## src/rtl/decode_pipe_stage.sv

```systemverilog
// ---------------------------------------------------------------------------
// decode_pipe_stage
//
// Purpose:
//   Valid/ready pipeline register between decode and execute. Carries the
//   destination register address and three decode control bits. A beat is
//   accepted on valid_IN && ready_OUT and presented downstream one cycle
//   later. FLUSH (branch redirect) discards everything held plus any beat
//   accepted in the same cycle. Bubbles never write the register file or
//   load the PC, because write_OUT / PC_load_OUT are gated by valid_OUT.
//
// Configuration macro:
//   DECODE_PIPE_SKID_EN
//     undefined : single entry; ready_OUT = !valid_OUT || ready_IN, so the
//                 ready path is combinational through the stage.
//     defined   : head plus skid entry; ready_OUT is a registered
//                 "skid slot empty" with no combinational path from ready_IN.
//
// Parameters:
//   ADDR_W      width of the register write address (default 3)
//   RESET_ADDR  value loaded into the write-address register on reset
//
// Ports:
//   CLK          in   stage clock, rising edge
//   RST          in   synchronous active-high reset
//   valid_IN     in   upstream beat present
//   ready_OUT    out  stage can accept a beat this cycle
//   writeAd_IN   in   [ADDR_W] destination register address
//   ADR_MUX_IN   in   address-mux control bit
//   write_IN     in   register-file write enable
//   PC_load_IN   in   PC load enable
//   FLUSH        in   discard held and incoming beats
//   valid_OUT    out  downstream beat present
//   ready_IN     in   downstream accepts the beat
//   writeAd_OUT  out  [ADDR_W] head-beat address (held while idle)
//   ADR_MUX_OUT  out  head-beat address-mux bit (held while idle)
//   write_OUT    out  head-beat write enable, 0 when no beat
//   PC_load_OUT  out  head-beat PC load, 0 when no beat
// ---------------------------------------------------------------------------
module decode_pipe_stage #(
    parameter int                ADDR_W     = 3,
    parameter logic [ADDR_W-1:0] RESET_ADDR = '0
) (
    input  logic              CLK,
    input  logic              RST,
    input  logic              valid_IN,
    output logic              ready_OUT,
    input  logic [ADDR_W-1:0] writeAd_IN,
    input  logic              ADR_MUX_IN,
    input  logic              write_IN,
    input  logic              PC_load_IN,
    input  logic              FLUSH,
    output logic              valid_OUT,
    input  logic              ready_IN,
    output logic [ADDR_W-1:0] writeAd_OUT,
    output logic              ADR_MUX_OUT,
    output logic              write_OUT,
    output logic              PC_load_OUT
);

    typedef struct packed {
        logic [ADDR_W-1:0] write_ad;
        logic              adr_mux;
        logic              write;
        logic              pc_load;
    } beat_t;

    localparam beat_t RESET_BEAT = '{
        write_ad: RESET_ADDR,
        adr_mux:  1'b0,
        write:    1'b0,
        pc_load:  1'b0
    };

    beat_t in_beat;
    beat_t head;
    logic  head_valid;
    logic  up_xfer;
    logic  down_xfer;

    assign in_beat = '{
        write_ad: writeAd_IN,
        adr_mux:  ADR_MUX_IN,
        write:    write_IN,
        pc_load:  PC_load_IN
    };

    // FLUSH deliberately does not gate ready_OUT: a beat that handshakes
    // during a flush is accepted upstream and then simply dropped.
    assign up_xfer   = valid_IN && ready_OUT;
    assign down_xfer = head_valid && ready_IN;

`ifdef DECODE_PIPE_SKID_EN

    beat_t skid;
    logic  skid_valid;

    // skid_valid is a flop, so ready_OUT has no combinational path from
    // ready_IN; the stage can always absorb one extra beat while stalled.
    assign ready_OUT = !skid_valid;

    // Head/skid update. The skid slot is only ever filled while the head is
    // held, and it drains into the head on the next downstream transfer.
    // The head payload is left untouched when the head empties so that the
    // address and mux bit stay stable across bubbles.
    always_ff @(posedge CLK) begin
        if (RST) begin
            head_valid <= 1'b0;
            skid_valid <= 1'b0;
            head       <= RESET_BEAT;
            skid       <= RESET_BEAT;
        end else if (FLUSH) begin
            head_valid <= 1'b0;
            skid_valid <= 1'b0;
        end else if (!head_valid) begin
            if (up_xfer) begin
                head       <= in_beat;
                head_valid <= 1'b1;
            end
        end else if (down_xfer) begin
            if (skid_valid) begin
                head       <= skid;
                skid_valid <= 1'b0;
            end else if (up_xfer) begin
                head <= in_beat;
            end else begin
                head_valid <= 1'b0;
            end
        end else if (up_xfer) begin
            skid       <= in_beat;
            skid_valid <= 1'b1;
        end
    end

`else

    // Single entry: accept when empty or when the held beat leaves now.
    assign ready_OUT = !head_valid || ready_IN;

    // Single-entry head register. A simultaneous accept and consume
    // replaces the head in place, keeping valid_OUT high.
    always_ff @(posedge CLK) begin
        if (RST) begin
            head_valid <= 1'b0;
            head       <= RESET_BEAT;
        end else if (FLUSH) begin
            head_valid <= 1'b0;
        end else if (up_xfer) begin
            head       <= in_beat;
            head_valid <= 1'b1;
        end else if (down_xfer) begin
            head_valid <= 1'b0;
        end
    end

`endif

    // Side-effecting controls are masked by valid so a bubble is harmless.
    assign valid_OUT   = head_valid;
    assign writeAd_OUT = head.write_ad;
    assign ADR_MUX_OUT = head.adr_mux;
    assign write_OUT   = head_valid && head.write;
    assign PC_load_OUT = head_valid && head.pc_load;

endmodule

```

## config.mk

```make
export PLATFORM = sky130hd
export DESIGN_NAME = decode_pipe_stage
export DESIGN_NICKNAME = d
export VERILOG_FILES = /design/src/rtl/decode_pipe_stage.sv
export SDC_FILE = /design/constraint.sdc
export NUM_CORES = 1
export LEC_CHECK = 0
export ABC_AREA = 1
export ABC_CLOCK_PERIOD_IN_PS = 1300
export CAP_MARGIN = 20
export CELL_PAD_IN_SITES_DETAIL_PLACEMENT = 1
export CELL_PAD_IN_SITES_GLOBAL_PLACEMENT = 1
export CORE_AREA = 2 2 42 44
export CTS_CLUSTER_SIZE = 20
export DETAILED_ROUTE_END_ITERATION = 10
export DIE_AREA = 0 0 44 46
export GPL_ROUTABILITY_DRIVEN = 1
export GPL_TIMING_DRIVEN = 0
export PLACE_DENSITY = 0.76
export SYNTH_ARGS = -nofsm -noshare
export SYNTH_HDL_FRONTEND = slang
export SYNTH_SLANG_ARGS = --single-unit
```

## constraint.sdc

```tcl
create_clock -name CLK -period 1.3 [get_ports CLK]
set_input_delay 0.26 -clock CLK [delete_from_list [all_inputs] [get_ports CLK]]
set_output_delay 0.26 -clock CLK [all_outputs]
set_load 0.005 [all_outputs]
```

Yosys cells after proc, flatten, opt, wreduce, memory -nomap -nowiden

Cells that the tools add are included.

Logic and storage cells: 17
Register bits: 7
Output and inout port bits: 8

Mux-type cells: 2
Bitwise logic cells: 1
Reduce and logical (&&, ||, !) cells: 9

Operators by type and width:

| operator            | number |
|---|---|
| 1-bit logical AND   | 4 |
| 1-bit 2-to-1 mux    | 2 |
| 2-bit AND reduction | 1 |
| 2-bit nonzero test  | 1 |
| 2-bit OR reduction  | 1 |
| 1-bit logical NOT   | 1 |
| 1-bit logical OR    | 1 |
| 1-bit NOT           | 1 |

Longest topological paths before layout

Gate-level depths: netlist (run 1).

Word-level depth: 4
Gate-level depth with buffers: 6
Gate-level depth less buffers: 5

Worst setup path before layout (run 1)

OpenSTA, ideal clock, no wires.

Path kind: register -> register
Start point: reg head_valid, in the netlist valid_OUT
End point: reg head (netlist bit ADR_MUX_OUT)
Library setup time: 0.115 ns
Cell stages (with the launch flop): 5
Slack: 0.387 ns
Buffers on the path: 1
Period minus slack after synthesis: 0.913 ns
Arrival: 0.798 ns
Cell sequence: dfxtp_1 > nand2_2 > buf_6 > a21oi_1 > nor2_1

Longest elaborated chain between the ends: 4

Ends and longest elaborated chain:

| what                          | line | text |
|---|---|---|
| start, declared               | 77   | `logic head_valid;` |
| start signal, assigned        | 144  | `head_valid <= 1'b0;` |
| start signal, assigned        | 147  | `head_valid <= 1'b0;` |
| start signal, assigned        | 150  | `head_valid <= 1'b1;` |
| 1-bit logical NOT             | 138  | `assign ready_OUT = !head_valid \|\| ready_IN;` |
| 1-bit logical OR              | 138  |  |
| via ready_OUT                 | 47   | `output logic ready_OUT,` |
| 1-bit logical AND             | 90   | `assign up_xfer = valid_IN && ready_OUT;` |
| 2-bit AND reduction (no line) | -    |  |
| end signal, assigned          | 149  | `head <= in_beat;` |
| end, declared                 | 76   | `beat_t head;` |

The timed path passes the listed nets, and every way through them passes these cells.
A chain may end at the register's enable or synchronous reset.

Worst setup path in the final report (run 1)

Start point: reg head_valid, in the netlist valid_OUT
End point: out PC_load_OUT

Longest elaborated chain between the ends: 1

Ends and longest elaborated chain:

| what              | line | text |
|---|---|---|
| 1-bit logical AND | 163  | `assign PC_load_OUT = head_valid && head.pc_load;` |
| end, declared     | 58   | `output logic PC_load_OUT` |

No other way between the ends.

==> results of run 1 <==
[area by class of cell]
type                    count  area (um2)  share of cell area, %
multi-input cells          30       155.1                  25.31
clock buffers               4       26.28                  4.286
inverters                  11       41.29                  6.735
flip-flops and latches      7       147.6                  24.08
plain buffers               5       45.04                  7.347
well taps                  17       21.27                  3.469
repair buffers             20       176.4                  28.78
[cells by family (layout without fill, tap and decap cells)]
kind of cell	count (synthesis)	count (layout)	synth area share, %
flip-flops	7	7	36.72
AND/OR/NAND/NOR	23	23	31.47
buffers and inverters	16	40	22.62
AO/OA/AOI/OAI	7	7	9.179
[per-layer routing]
layer / vias to the layer above / track usage, % / part of all wire, %
met5: - / 0 / 0
met1: 180 / 11.79 / 43
met4: 0 / 9.091 / 0
met3: 0 / 3.571 / 6.0
li1: 209 / - / -
met2: 11 / 20.59 / 51
[through the flow]
stage	area [um2]	instances	power [mW]
CTS	629.4	95	0.5633
global placement	583.1	88	0.3579
finish	613.1	94	0.5483
detailed placement	583.1	88	0.3624
global route	613.1	94	0.5913
floorplan	381.6	53	0.2973
[power by group through the flow]
stage | combinational, mW | clock [mW] | sequential [mW]
6_report | 0.113 | 0.198 | 0.238
5_1_grt | 0.125 | 0.226 | 0.240
4_1_cts | 0.119 | 0.208 | 0.237
3_5_place_dp | 0.120 | 0 | 0.242
3_3_place_gp | 0.117 | 0 | 0.241
2_1_floorplan | 0.0570 | 0 | 0.240
[tightest hold or removal path: cells and delay by family (launching register included)]
| kind | cells | cell delay, ns |
|---|---|---|
| and+or+nand+nor | 1 | 0.08 |
| DFF | 1 | 0.32 |
| AOI/OAI and AO/OA | 1 | 0.04 |
[how the worst max path moves through the flow]
stage	startpoint	end	slack, ns	depth (start not counted)
floorplan	valid_OUT	ADR_MUX_OUT	0.39	4
global placement	ready_IN	ready_OUT	-0.47	5
detailed placement	ready_IN	ready_OUT	-0.49	5
CTS	valid_OUT	write_OUT	0.03	4
global route	valid_OUT	PC_load_OUT	0.03	3
finish	valid_OUT	PC_load_OUT	0.09	3
[cell usage after synthesis]
cell     number  area share [%]
nand3_2       3             7.9
nand2_2       1             1.6
buf_4         3             5.9
inv_1        11              11
nand2_1       8             7.9
nand3_1       3             3.9
dfxtp_1       7              37
nor3_1        1             1.3
nor2_4        1             3.0
buf_6         2             5.9
nor2_1        6             5.9
a21oi_1       7             9.2
[flip-flops by register name, indices dropped and copies added (netlist names)]
name	cells
head	2
ADR_MUX_OUT	1
valid_OUT	1
writeAd_OUT	3
[timing repair]
action	CTS	global route
resized for setup	20	1
setup endpoints to repair	8	2
buffers inserted	3	0
==> metrics.log, run 1 <==
[metrics] utilization after layout: 37.98%
[metrics] clock root buffer master: clkbuf_4
[metrics] CTS sink cnt: 7
[metrics] antenna violations before repair: 0
[metrics] number of levels the H-tree was split into: 1
[metrics] switching power: 0.1352 mW
[metrics] standby leakage power: 0.3274 nW
[metrics] global route overflow: 0
[metrics] Cells after Synth: 53
[metrics] largest net degree at the start of global routing: 11
[metrics] net count reported at finish: 89
[metrics] outcome: finished clean
[metrics] max_cap viols: 0
[metrics] kind of critical path: reg -> out
[metrics] global placer's final weighted congestion: 0.7408
[metrics] sequential share of the synthesized area: 36.72%
[metrics] Inserted Diodes: 0
[metrics] commonest non-fill, non-tap cell in the layout: inv_1
[metrics] count of hold buffers inserted by post-cts repair: 0
[metrics] number of port buffers: 18
[metrics] pre-CTS setup slack: -0.4875 ns
[metrics] Worst-Margin Slew: 0.1794 ns
[metrics] Final Slew Violations: 0
[metrics] FMAX: 824.0 MHz
[metrics] wirelength, routed: 986 um
[metrics] worst hold-check slack: 0.4729 ns
[metrics] final-report hold violation count: 0
[metrics] syn_nets: 64
[metrics] number of remaining DRC errors: 0
[metrics] proportion of power drawn by combinational gates: 20.6%
[metrics] post-route clock period utilization: 93.35%
[metrics] overall via count from detail_route: 400
[metrics] I/O pin cnt: 19
[metrics] number of cells on the worst reg-to-reg path: 5
[metrics] family with the most delay on the worst path: flip-flops
[metrics] Global Route Usage Sum: 11.84%
[metrics] critical path's slowest cell: dfxtp_4
[metrics] Die W: 44 um
[metrics] mean cell area of the mapped netlist: 7.200 um2
[metrics] share of power burned in the clock network: 36.1%
[metrics] CTS buffer count: 3
[metrics] Worst Hold Path EP: writeAd_OUT[2]
[metrics] CP max stage delay: 0.36 ns
[metrics] final-report setup violation count: 0
[metrics] synthesis-to-finish area growth: 60.66%
[metrics] class of the worst hold path: reg -> reg
[metrics] minimum period implied by the final worst setup slack: 1.214 ns
[metrics] share of final-layout standard cells stronger than drive strength 1: 28.57%
[metrics] P per Cell Area: 894.4 nW/um2
[metrics] die extent in y: 46 um
[metrics] Clock Skews: 0.004698 ns
[metrics] switch share: 24.66%
[metrics] starting density of the core: 23.64%
[metrics] commonest non-fill, non-tap cells in the layout: 10 x inv_1, 9 x clkdlybuf4s50_1, 8 x nand2_1, 7 x a21oi_1, 7 x dlygate4sd2_1
[metrics] internal portion of total power: 0.4131 mW
[metrics] crit path cell chain: nand2_1 > inv_1 > dlygate4sd2_1
[metrics] later-pin clock latency in the skew report: 0.25 ns
[metrics] wire length of the first global-routing pass: 1642 um
[metrics] capture instance of the worst register-to-register path: head[0]
[metrics] clock tree from TritonCTS: built
[metrics] number of warning messages in the yosys log: 0
[metrics] FF-to-FF setup slack: 0.26 ns
[metrics] HPWL after detailed placement: 738.3 um
[metrics] Clock Pin Slew Worst Setup and Hold Paths: 0.06 ns
[metrics] IR Drop Worst-Case VDD: 0.4175 mV
[metrics] worst-case clock buffer depth: 2
[metrics] number of buffer and inverter instances along the worst setup path: 2
[metrics] row cnt: 15
[metrics] crit end category: primary output
[metrics] proportion of power drawn by flip-flops and latches: 43.3%
[metrics] core region area: 1614 um2
[metrics] number of unique standard cell types used by synthesis: 12
[metrics] Detailed Route Iter0 Violations: 0
[metrics] Initial DRT Pass Iterations: 1
[metrics] required time of the worst setup path: 1.04 ns
[metrics] min-delay src: writeAd_OUT[2]
[metrics] count of state elements after synthesis: 7
[metrics] floorplan die area: 2024 um2
[metrics] remaining antenna violation count after routing: 0
[metrics] Max-slew headroom: 88.03%
[metrics] number of global-route vias before repair: 405
[metrics] Startpoint Class: flip-flop
[metrics] worst reg2reg startpoint: valid_OUT
[metrics] unrepaired setup endpoints after global routing: no
[metrics] Arr. time, crit path: 0.95 ns
[metrics] depth of the worst hold-timing path: 2
[metrics] maximum fanout along the worst path: 5
[metrics] vias per inst: 4.255
[metrics] netlist area before placement: 381.6 um2
[metrics] Total Negative Setup Slacks: 0 ns
[metrics] Fillers: 207
[metrics] final worst setup slack: 0.08644 ns
[metrics] final routed wire length divided by cell count: 10.49 um
Note: power is estimated with default switching activity, not from simulation.
==> run 2, diff against run 1 <==
--- a/config.mk
+++ b/config.mk
@@ -10,13 +10,15 @@
 export CAP_MARGIN = 20
 export CELL_PAD_IN_SITES_DETAIL_PLACEMENT = 1
 export CELL_PAD_IN_SITES_GLOBAL_PLACEMENT = 1
-export CORE_AREA = 2 2 42 44
+export CORE_AREA = 2 2 39 41
 export CTS_CLUSTER_SIZE = 20
 export DETAILED_ROUTE_END_ITERATION = 10
-export DIE_AREA = 0 0 44 46
+export DIE_AREA = 0 0 41 43
+export DONT_BUFFER_PORTS = 1
 export GPL_ROUTABILITY_DRIVEN = 1
 export GPL_TIMING_DRIVEN = 0
-export PLACE_DENSITY = 0.76
+export PLACE_DENSITY = 0.6
+export RECOVER_POWER = 100
 export SYNTH_ARGS = -nofsm -noshare
 export SYNTH_HDL_FRONTEND = slang
 export SYNTH_SLANG_ARGS = --single-unit
==> metrics.log, run 2 (synthesized netlist as in run 1, its figures left out) <==
[metrics] minimum period implied by the final worst setup slack: 1.217 ns (was 1.214 ns)
[metrics] max_cap viols: 0 (unchanged)
[metrics] commonest non-fill, non-tap cells in the layout: 11 x inv_1, 8 x nand2_1, 7 x dfxtp_1, 7 x a21oi_1 (was 10 x inv_1, 9 x clkdlybuf4s50_1, 8 x nand2_1, 7 x a21oi_1, 7 x dlygate4sd2_1)
[metrics] number of levels the H-tree was split into: 1 (unchanged)
[metrics] DP Area: 401.6 um2 (was 583.1 um2)
[metrics] number of port buffers: 0 (was 18)
[metrics] switching power: 0.1201 mW (was 0.1352 mW)
[metrics] overall via count from detail_route: 311 (was 400)
[metrics] buffers inserted during post-CTS setup optimization: 0 (was 3)
[metrics] kind of critical path: reg -> out (unchanged)
[metrics] synthesis-to-finish area growth: 12.13% (was 60.66%)
[metrics] maximum fanout along the worst path: 10 (was 5)
[metrics] P per Cell Area: 1158 nW/um2 (was 894.4 nW/um2)
[metrics] remaining antenna violation count after routing: 0 (unchanged)
[metrics] post-route clock period utilization: 93.61% (was 93.35%)
[metrics] worst hold-check slack: 0.08462 ns (was 0.4729 ns)
[metrics] flip-flop count of the largest register, all copies and words added: 3 (unchanged)
[metrics] worst-case clock buffer depth: 2 (unchanged)
[metrics] class of the worst hold path: in -> reg (was reg -> reg)
[metrics] net count reported at finish: 69 (was 89)
[metrics] floorplan die area: 1763 um2 (was 2024 um2)
[metrics] switch share: 24.22% (was 24.66%)
[metrics] proportion of power drawn by combinational gates: 12.8% (was 20.6%)
[metrics] die extent in y: 43 um (was 46 um)
[metrics] largest net degree at the start of global routing: 11 (unchanged)
[metrics] Clock Pin Slew Worst Setup and Hold Paths: 0.05 ns (was 0.06 ns)
[metrics] Die W: 41 um (was 44 um)
[metrics] wire length of the first global-routing pass: 1193 um (was 1642 um)
[metrics] unrepaired setup endpoints after global routing: no (unchanged)
[metrics] Total Negative Setup Slacks: 0 ns (unchanged)
[metrics] share of final-layout standard cells stronger than drive strength 1: 22.81% (was 28.57%)
[metrics] crit end category: primary output (unchanged)
[metrics] number of remaining DRC errors: 0 (unchanged)
[metrics] Fillers: 188 (was 207)
[metrics] Worst-Margin Slew: 0.2228 ns (was 0.1794 ns)
[metrics] starting density of the core: 27.58% (was 23.64%)
[metrics] count of hold buffers inserted by post-cts repair: 0 (unchanged)
[metrics] Initial DRT Pass Iterations: 2 (was 1)
[metrics] antenna violations before repair: 0 (unchanged)
[metrics] final routed wire length divided by cell count: 9.904 um (was 10.49 um)
[metrics] I/O pin cnt: 19 (unchanged)
[metrics] Startpoint Class: flip-flop (unchanged)
[metrics] proportion of power drawn by flip-flops and latches: 47.9% (was 43.3%)
[metrics] area of all placed cells without fillers: 427.9 um2 (was 613.1 um2)
[metrics] count of non-filler cells in the finished layout: 73 (was 94)
[metrics] later-pin clock latency in the skew report: 0.24 ns (was 0.25 ns)
[metrics] wirelength, routed: 723 um (was 986 um)
[metrics] FMAX: 821.8 MHz (was 824.0 MHz)
[metrics] HPWL after detailed placement: 571.4 um (was 738.3 um)
[metrics] CTS buffer count: 3 (unchanged)
[metrics] standby leakage power: 0.2243 nW (was 0.3274 nW)
[metrics] CTS sink cnt: 7 (unchanged)
[metrics] number of global-route vias before repair: 311 (was 405)
[metrics] clock tree from TritonCTS: built (unchanged)
[metrics] Arr. time, crit path: 0.96 ns (was 0.95 ns)
[metrics] Max-slew headroom: 85.13% (was 88.03%)
[metrics] Global Route Usage Sum: 10.39% (was 11.84%)
[metrics] row cnt: 14 (was 15)
[metrics] final-report hold violation count: 0 (unchanged)
[metrics] Inserted Diodes: 0 (unchanged)
[metrics] outcome: finished clean (unchanged)
[metrics] Detailed Route Iter0 Violations: 1 (was 0)
[metrics] register area: 140.1 um2 (was 147.6 um2)
[metrics] commonest non-fill, non-tap cell in the layout: inv_1 (unchanged)
[metrics] area occupied by multi-input gates: 155.1 um2 (unchanged)
[metrics] core region area: 1384 um2 (was 1614 um2)
[metrics] clock root buffer master: clkbuf_4 (unchanged)
[metrics] global placer's final weighted congestion: 0.6437 (was 0.7408)
[metrics] Clock Skews: 0.001461 ns (was 0.004698 ns)
[metrics] share of power burned in the clock network: 39.3% (was 36.1%)
[metrics] vias per inst: 4.260 (was 4.255)
[metrics] required time of the worst setup path: 1.04 ns (about the same)
[metrics] number of gates given a new drive strength after cts: 0 (was 20)
[metrics] final-report setup violation count: 0 (unchanged)
[metrics] global route overflow: 0 (unchanged)
[metrics] internal portion of total power: 0.3756 mW (was 0.4131 mW)
[metrics] Final Slew Violations: 0 (unchanged)
[metrics] IR Drop Worst-Case VDD: 0.3505 mV (was 0.4175 mV)
[metrics] placed insts: 69 (was 88)
-- run 2: changes by cell type in the layout (fill, tap and decap cells not counted), sizes merged --
cell           change
dlygate4sd2        -7
clkdlybuf4s50      -9
clkbuf             +2
buf                -6
-- run 2: per-stage QoR --
| stage | utilization [%] | setup slack (ns) | power (mW) |
|---|---|---|---|
| 5_1_grt | 30.92 | 0.008838 | 0.5316 |
| 2_1_floorplan | - | 0.3873 | 0.2973 |
| 4_1_cts | 30.92 | 0.04577 | 0.5094 |
| 3_5_place_dp | 29.02 | 0.2654 | 0.3084 |
| 3_3_place_gp | 29.02 | 0.2744 | 0.3071 |
| 6_report | 30.92 | 0.08313 | 0.4957 |
-- run 2: final cells by class --
class,count,share of cell area [%]
Tap cell,16,4.678
Sequential cell,7,32.75
Buffer,5,10.53
Clock buffer,4,6.140
Inverter,11,9.649
Multi-Input combinational cell,30,36.26
-- run 2: critical path: stages, from the launching register on --
cell     delay, ns
dfxtp_1       0.44
nand2_2       0.12
buf_6         0.16
-- run 2: worst paths after layout --
kind                            cells after the start           start              to  slack, ns
worst max register to register                      4       valid_OUT     ADR_MUX_OUT       0.28
worst min register to register                      2  writeAd_OUT[2]  writeAd_OUT[2]       0.48
worst max-delay path                                2       valid_OUT       ready_OUT       0.08
worst min-delay path                                1             RST       valid_OUT       0.08
-- run 2: power groups by stage --
stage	registers [mW]	clock network [mW]	logic [mW]
after floorplan	0.240	0	0.0570
after global placement	0.242	0	0.0648
after detailed placement	0.242	0	0.0659
after CTS	0.238	0.206	0.0660
after global routing	0.239	0.217	0.0754
final	0.237	0.195	0.0636
-- run 2: routing by layer --
metal / track usage, % / part of all wire (%) / up-vias
met5: 0 / 0 / -
met3: 3.141 / 6.2 / 2
met2: 14.06 / 43 / 16
li1: - / - / 164
met4: 10.00 / 2.6 / 0
met1: 12.09 / 48 / 129
==> run 3, diff against run 2 <==
--- a/config.mk
+++ b/config.mk
@@ -5,7 +5,7 @@
 export SDC_FILE = /design/constraint.sdc
 export NUM_CORES = 1
 export LEC_CHECK = 0
-export ABC_AREA = 1
+export ABC_AREA = 0
 export ABC_CLOCK_PERIOD_IN_PS = 1300
 export CAP_MARGIN = 20
 export CELL_PAD_IN_SITES_DETAIL_PLACEMENT = 1
@@ -17,7 +17,7 @@
 export DONT_BUFFER_PORTS = 1
 export GPL_ROUTABILITY_DRIVEN = 1
 export GPL_TIMING_DRIVEN = 0
-export PLACE_DENSITY = 0.6
+export PLACE_DENSITY = 0.55
 export RECOVER_POWER = 100
 export SYNTH_ARGS = -nofsm -noshare
 export SYNTH_HDL_FRONTEND = slang
==> metrics.log, run 3 <==
[metrics] outcome: finished clean (unchanged)
[metrics] Startpoint Class: flip-flop (unchanged)
[metrics] antenna violations before repair: 0 (unchanged)
[metrics] most frequently used flop master after synthesis: dfxtp_1 (unchanged)
[metrics] CTS buffer count: 3 (unchanged)
[metrics] net count reported at finish: 52 (was 69)
[metrics] P per Cell Area: 1185 nW/um2 (was 1158 nW/um2)
[metrics] post-route clock period utilization: 90.51% (was 93.61%)
[metrics] kind of critical path: reg -> out (unchanged)
[metrics] number of port buffers: 0 (unchanged)
[metrics] commonest non-fill, non-tap cell in the layout: nand2b_1 (was inv_1)
[metrics] leading cell type by number of instances after synthesis: nand2b_1 (was inv_1)
[metrics] mean cell area of the mapped netlist: 10.04 um2 (was 7.200 um2)
[metrics] clock tree from TritonCTS: built (unchanged)
[metrics] flip-flop count of the largest register, all copies and words added: 3 (unchanged)
[metrics] count of flip-flops with a built-in enable after synthesis: 0 (unchanged)
[metrics] CP max stage delay: 0.38 ns (was 0.44 ns)
[metrics] HPWL after detailed placement: 572.6 um (was 571.4 um)
[metrics] I/O pin cnt: 19 (unchanged)
[metrics] final worst setup slack: 0.1233 ns (was 0.08313 ns)
[metrics] remaining antenna violation count after routing: 0 (unchanged)
[metrics] Max-slew headroom: 72.42% (was 85.13%)
[metrics] maximum fanout along the worst path: 4 (was 10)
[metrics] wirelength, routed: 709 um (was 723 um)
[metrics] list of most frequent post-synthesis cells: 12 x nand2b_1, 7 x dfxtp_1, 6 x mux2i_1 (was 11 x inv_1, 8 x nand2_1, 7 x a21oi_1, 7 x dfxtp_1, 6 x nor2_1)
[metrics] final-report setup violation count: 0 (unchanged)
[metrics] row cnt: 14 (unchanged)
[metrics] Final Slew Violations: 0 (unchanged)
[metrics] global route overflow: 0 (unchanged)
[metrics] Global Route Usage Sum: 9.869% (was 10.39%)
[metrics] async set or reset register ratio after synthesis: 0% (unchanged)
[metrics] count of hold buffers inserted by post-cts repair: 0 (unchanged)
[metrics] number of levels the H-tree was split into: 1 (unchanged)
[metrics] pre-CTS setup slack: 0.08654 ns (was 0.2654 ns)
[metrics] wire length of the first global-routing pass: 1069 um (was 1193 um)
[metrics] IR Drop Worst-Case VDD: 0.3150 mV (was 0.3505 mV)
[metrics] Total Negative Setup Slacks: 0 ns (unchanged)
[metrics] number of unique standard cell types used by synthesis: 11 (was 12)
[metrics] later-pin clock latency in the skew report: 0.25 ns (was 0.24 ns)
[metrics] unrepaired setup endpoints after global routing: no (unchanged)
[metrics] standby leakage power: 0.1526 nW (was 0.2243 nW)
[metrics] Clock Pin Slew Worst Setup and Hold Paths: 0.05 ns (about the same)
[metrics] Die W: 41 um (unchanged)
[metrics] post-synth top area share: 38.75% (was 36.72%)
[metrics] syn_nets: 47 (was 64)
[metrics] Worst-Margin Slew: 0.4133 ns (was 0.2228 ns)
[metrics] clock root buffer master: clkbuf_4 (unchanged)
[metrics] synthesis-to-finish area growth: 12.80% (was 12.13%)
[metrics] Arr. time, crit path: 0.92 ns (was 0.96 ns)
[metrics] FMAX: 849.9 MHz (was 821.8 MHz)
[metrics] number of gates given a new drive strength after cts: 0 (unchanged)
[metrics] minimum period implied by the final worst setup slack: 1.177 ns (was 1.217 ns)
[metrics] worst-case clock buffer depth: 2 (unchanged)
[metrics] Cells after Synth: 36 (was 53)
[metrics] buffers inserted during post-CTS setup optimization: 0 (unchanged)
[metrics] global placer's final weighted congestion: 0.5875 (was 0.6437)
[metrics] critical path's slowest cell: dfxtp_1 (unchanged)
[metrics] share of final-layout standard cells stronger than drive strength 1: 25.00% (was 22.81%)
[metrics] most area-hungry cell type in the Yosys netlist: dfxtp_1 (unchanged)
[metrics] starting density of the core: 26.13% (was 27.58%)
[metrics] register area: 140.1 um2 (unchanged)
[metrics] floorplan die area: 1763 um2 (unchanged)
[metrics] Initial DRT Pass Iterations: 2 (unchanged)
[metrics] core region area: 1384 um2 (unchanged)
[metrics] Detailed Route Iter0 Violations: 3 (was 1)
[metrics] netlist area before placement: 361.6 um2 (was 381.6 um2)
[metrics] final-report hold violation count: 0 (unchanged)
[metrics] CTS sink cnt: 7 (unchanged)
[metrics] overall via count from detail_route: 241 (was 311)
[metrics] required time of the worst setup path: 1.04 ns (about the same)
[metrics] vias per inst: 4.304 (was 4.260)
[metrics] max_cap viols: 0 (unchanged)
[metrics] Inserted Diodes: 0 (unchanged)
[metrics] Clock Skews: 0.008107 ns (was 0.001461 ns)
[metrics] number of global-route vias before repair: 251 (was 311)
[metrics] class of the worst hold path: in -> reg (unchanged)
[metrics] number of warning messages in the yosys log: 0 (unchanged)
[metrics] final routed wire length divided by cell count: 12.66 um (was 9.904 um)
[metrics] sequential share of the synthesized area: 38.75% (was 36.72%)
[metrics] crit end category: primary output (unchanged)
[metrics] number of remaining DRC errors: 0 (unchanged)
[metrics] top post-synthesis cells by area: dfxtp_1 39%, nand2b_1 21%, mux2i_1 17% (was dfxtp_1 37%, inv_1 11%, a21oi_1 9.2%)
[metrics] largest net degree at the start of global routing: 11 (unchanged)
[metrics] die extent in y: 43 um (unchanged)
[metrics] crit path cell chain: nor2b_4 > inv_1 (was nand2_2 > buf_6)
[metrics] commonest non-fill, non-tap cells in the layout: 12 x nand2b_1, 7 x dfxtp_1, 6 x mux2i_1, 6 x clkbuf_4 (was 11 x inv_1, 8 x nand2_1, 7 x dfxtp_1, 7 x a21oi_1)
[metrics] area occupied by multi-input gates: 191.4 um2 (was 155.1 um2)
[metrics] count of state elements after synthesis: 7 (unchanged)
[metrics] Fillers: 164 (was 188)
-- run 3: cell types whose count changed after synthesis, sizes merged --
cell    delta
clkbuf     +1
nor2b      +1
and2       +2
a21oi      -7
buf        -2
nor2       -6
mux2i      +6
nand2      -9
nor3b      +1
nand2b    +12
inv       -10
nand3      -6
-- run 3: power breakdown --
part,switching [mW],internal [mW]
Sequential,0.00642,0.226
Clock,0.0869,0.118
Combinational,0.0189,0.0277
-- run 3: routing by layer --
metal	track usage, %	routed length, um	vias up
li1	-	-	120
met1	9.416	305	111
met2	14.69	362	10
met3	5.236	40	0
met4	8.000	0	0
met5	0	0	-
-- run 3: critical path, delay by kind of cell (launching register included) --
| family | cells | cell delay, ns |
|---|---|---|
| flops | 1 | 0.38 |
| simple gates | 1 | 0.22 |
| buf+inv | 1 | 0.07 |
-- run 3: cells by family after synthesis --
kind of cell / after synthesis / synth area share (%)
AND/OR/NAND/NOR: 18 / 36.33
multiplexers: 6 / 16.61
buffers and inverters: 5 / 8.302
flip-flops: 7 / 38.75
-- run 3: layout make-up --
cell class / instances / area share, %
clock buffer: 4 / 6.442
inverter: 1 / 0.9202
buffer: 4 / 6.442
multi-input combinational: 24 / 46.93
sequential: 7 / 34.36
tap: 16 / 4.908
-- run 3: worst paths after layout --
kind / from / to / slack (ns) / cells after the start
min reg2reg: writeAd_OUT[2] / writeAd_OUT[2] / 0.47 / 2
min: FLUSH / valid_OUT / 0.09 / 1
max: valid_OUT / ready_OUT / 0.12 / 2
max reg2reg: valid_OUT / head[0] / 0.13 / 3
-- run 3: metrics by stage --
step	instances	hold WS (ns)	cell area (um2)	utilization [%]	total power, mW
after floorplan	36	0.3393	361.6	-	0.2768
after global placement	52	0.3411	381.6	27.58	0.2826
after detailed placement	52	0.3439	381.6	27.58	0.2856
after CTS	56	0.07178	407.9	29.48	0.4962
after global routing	56	0.06364	407.9	29.48	0.5134
final	56	0.08524	407.9	29.48	0.4833
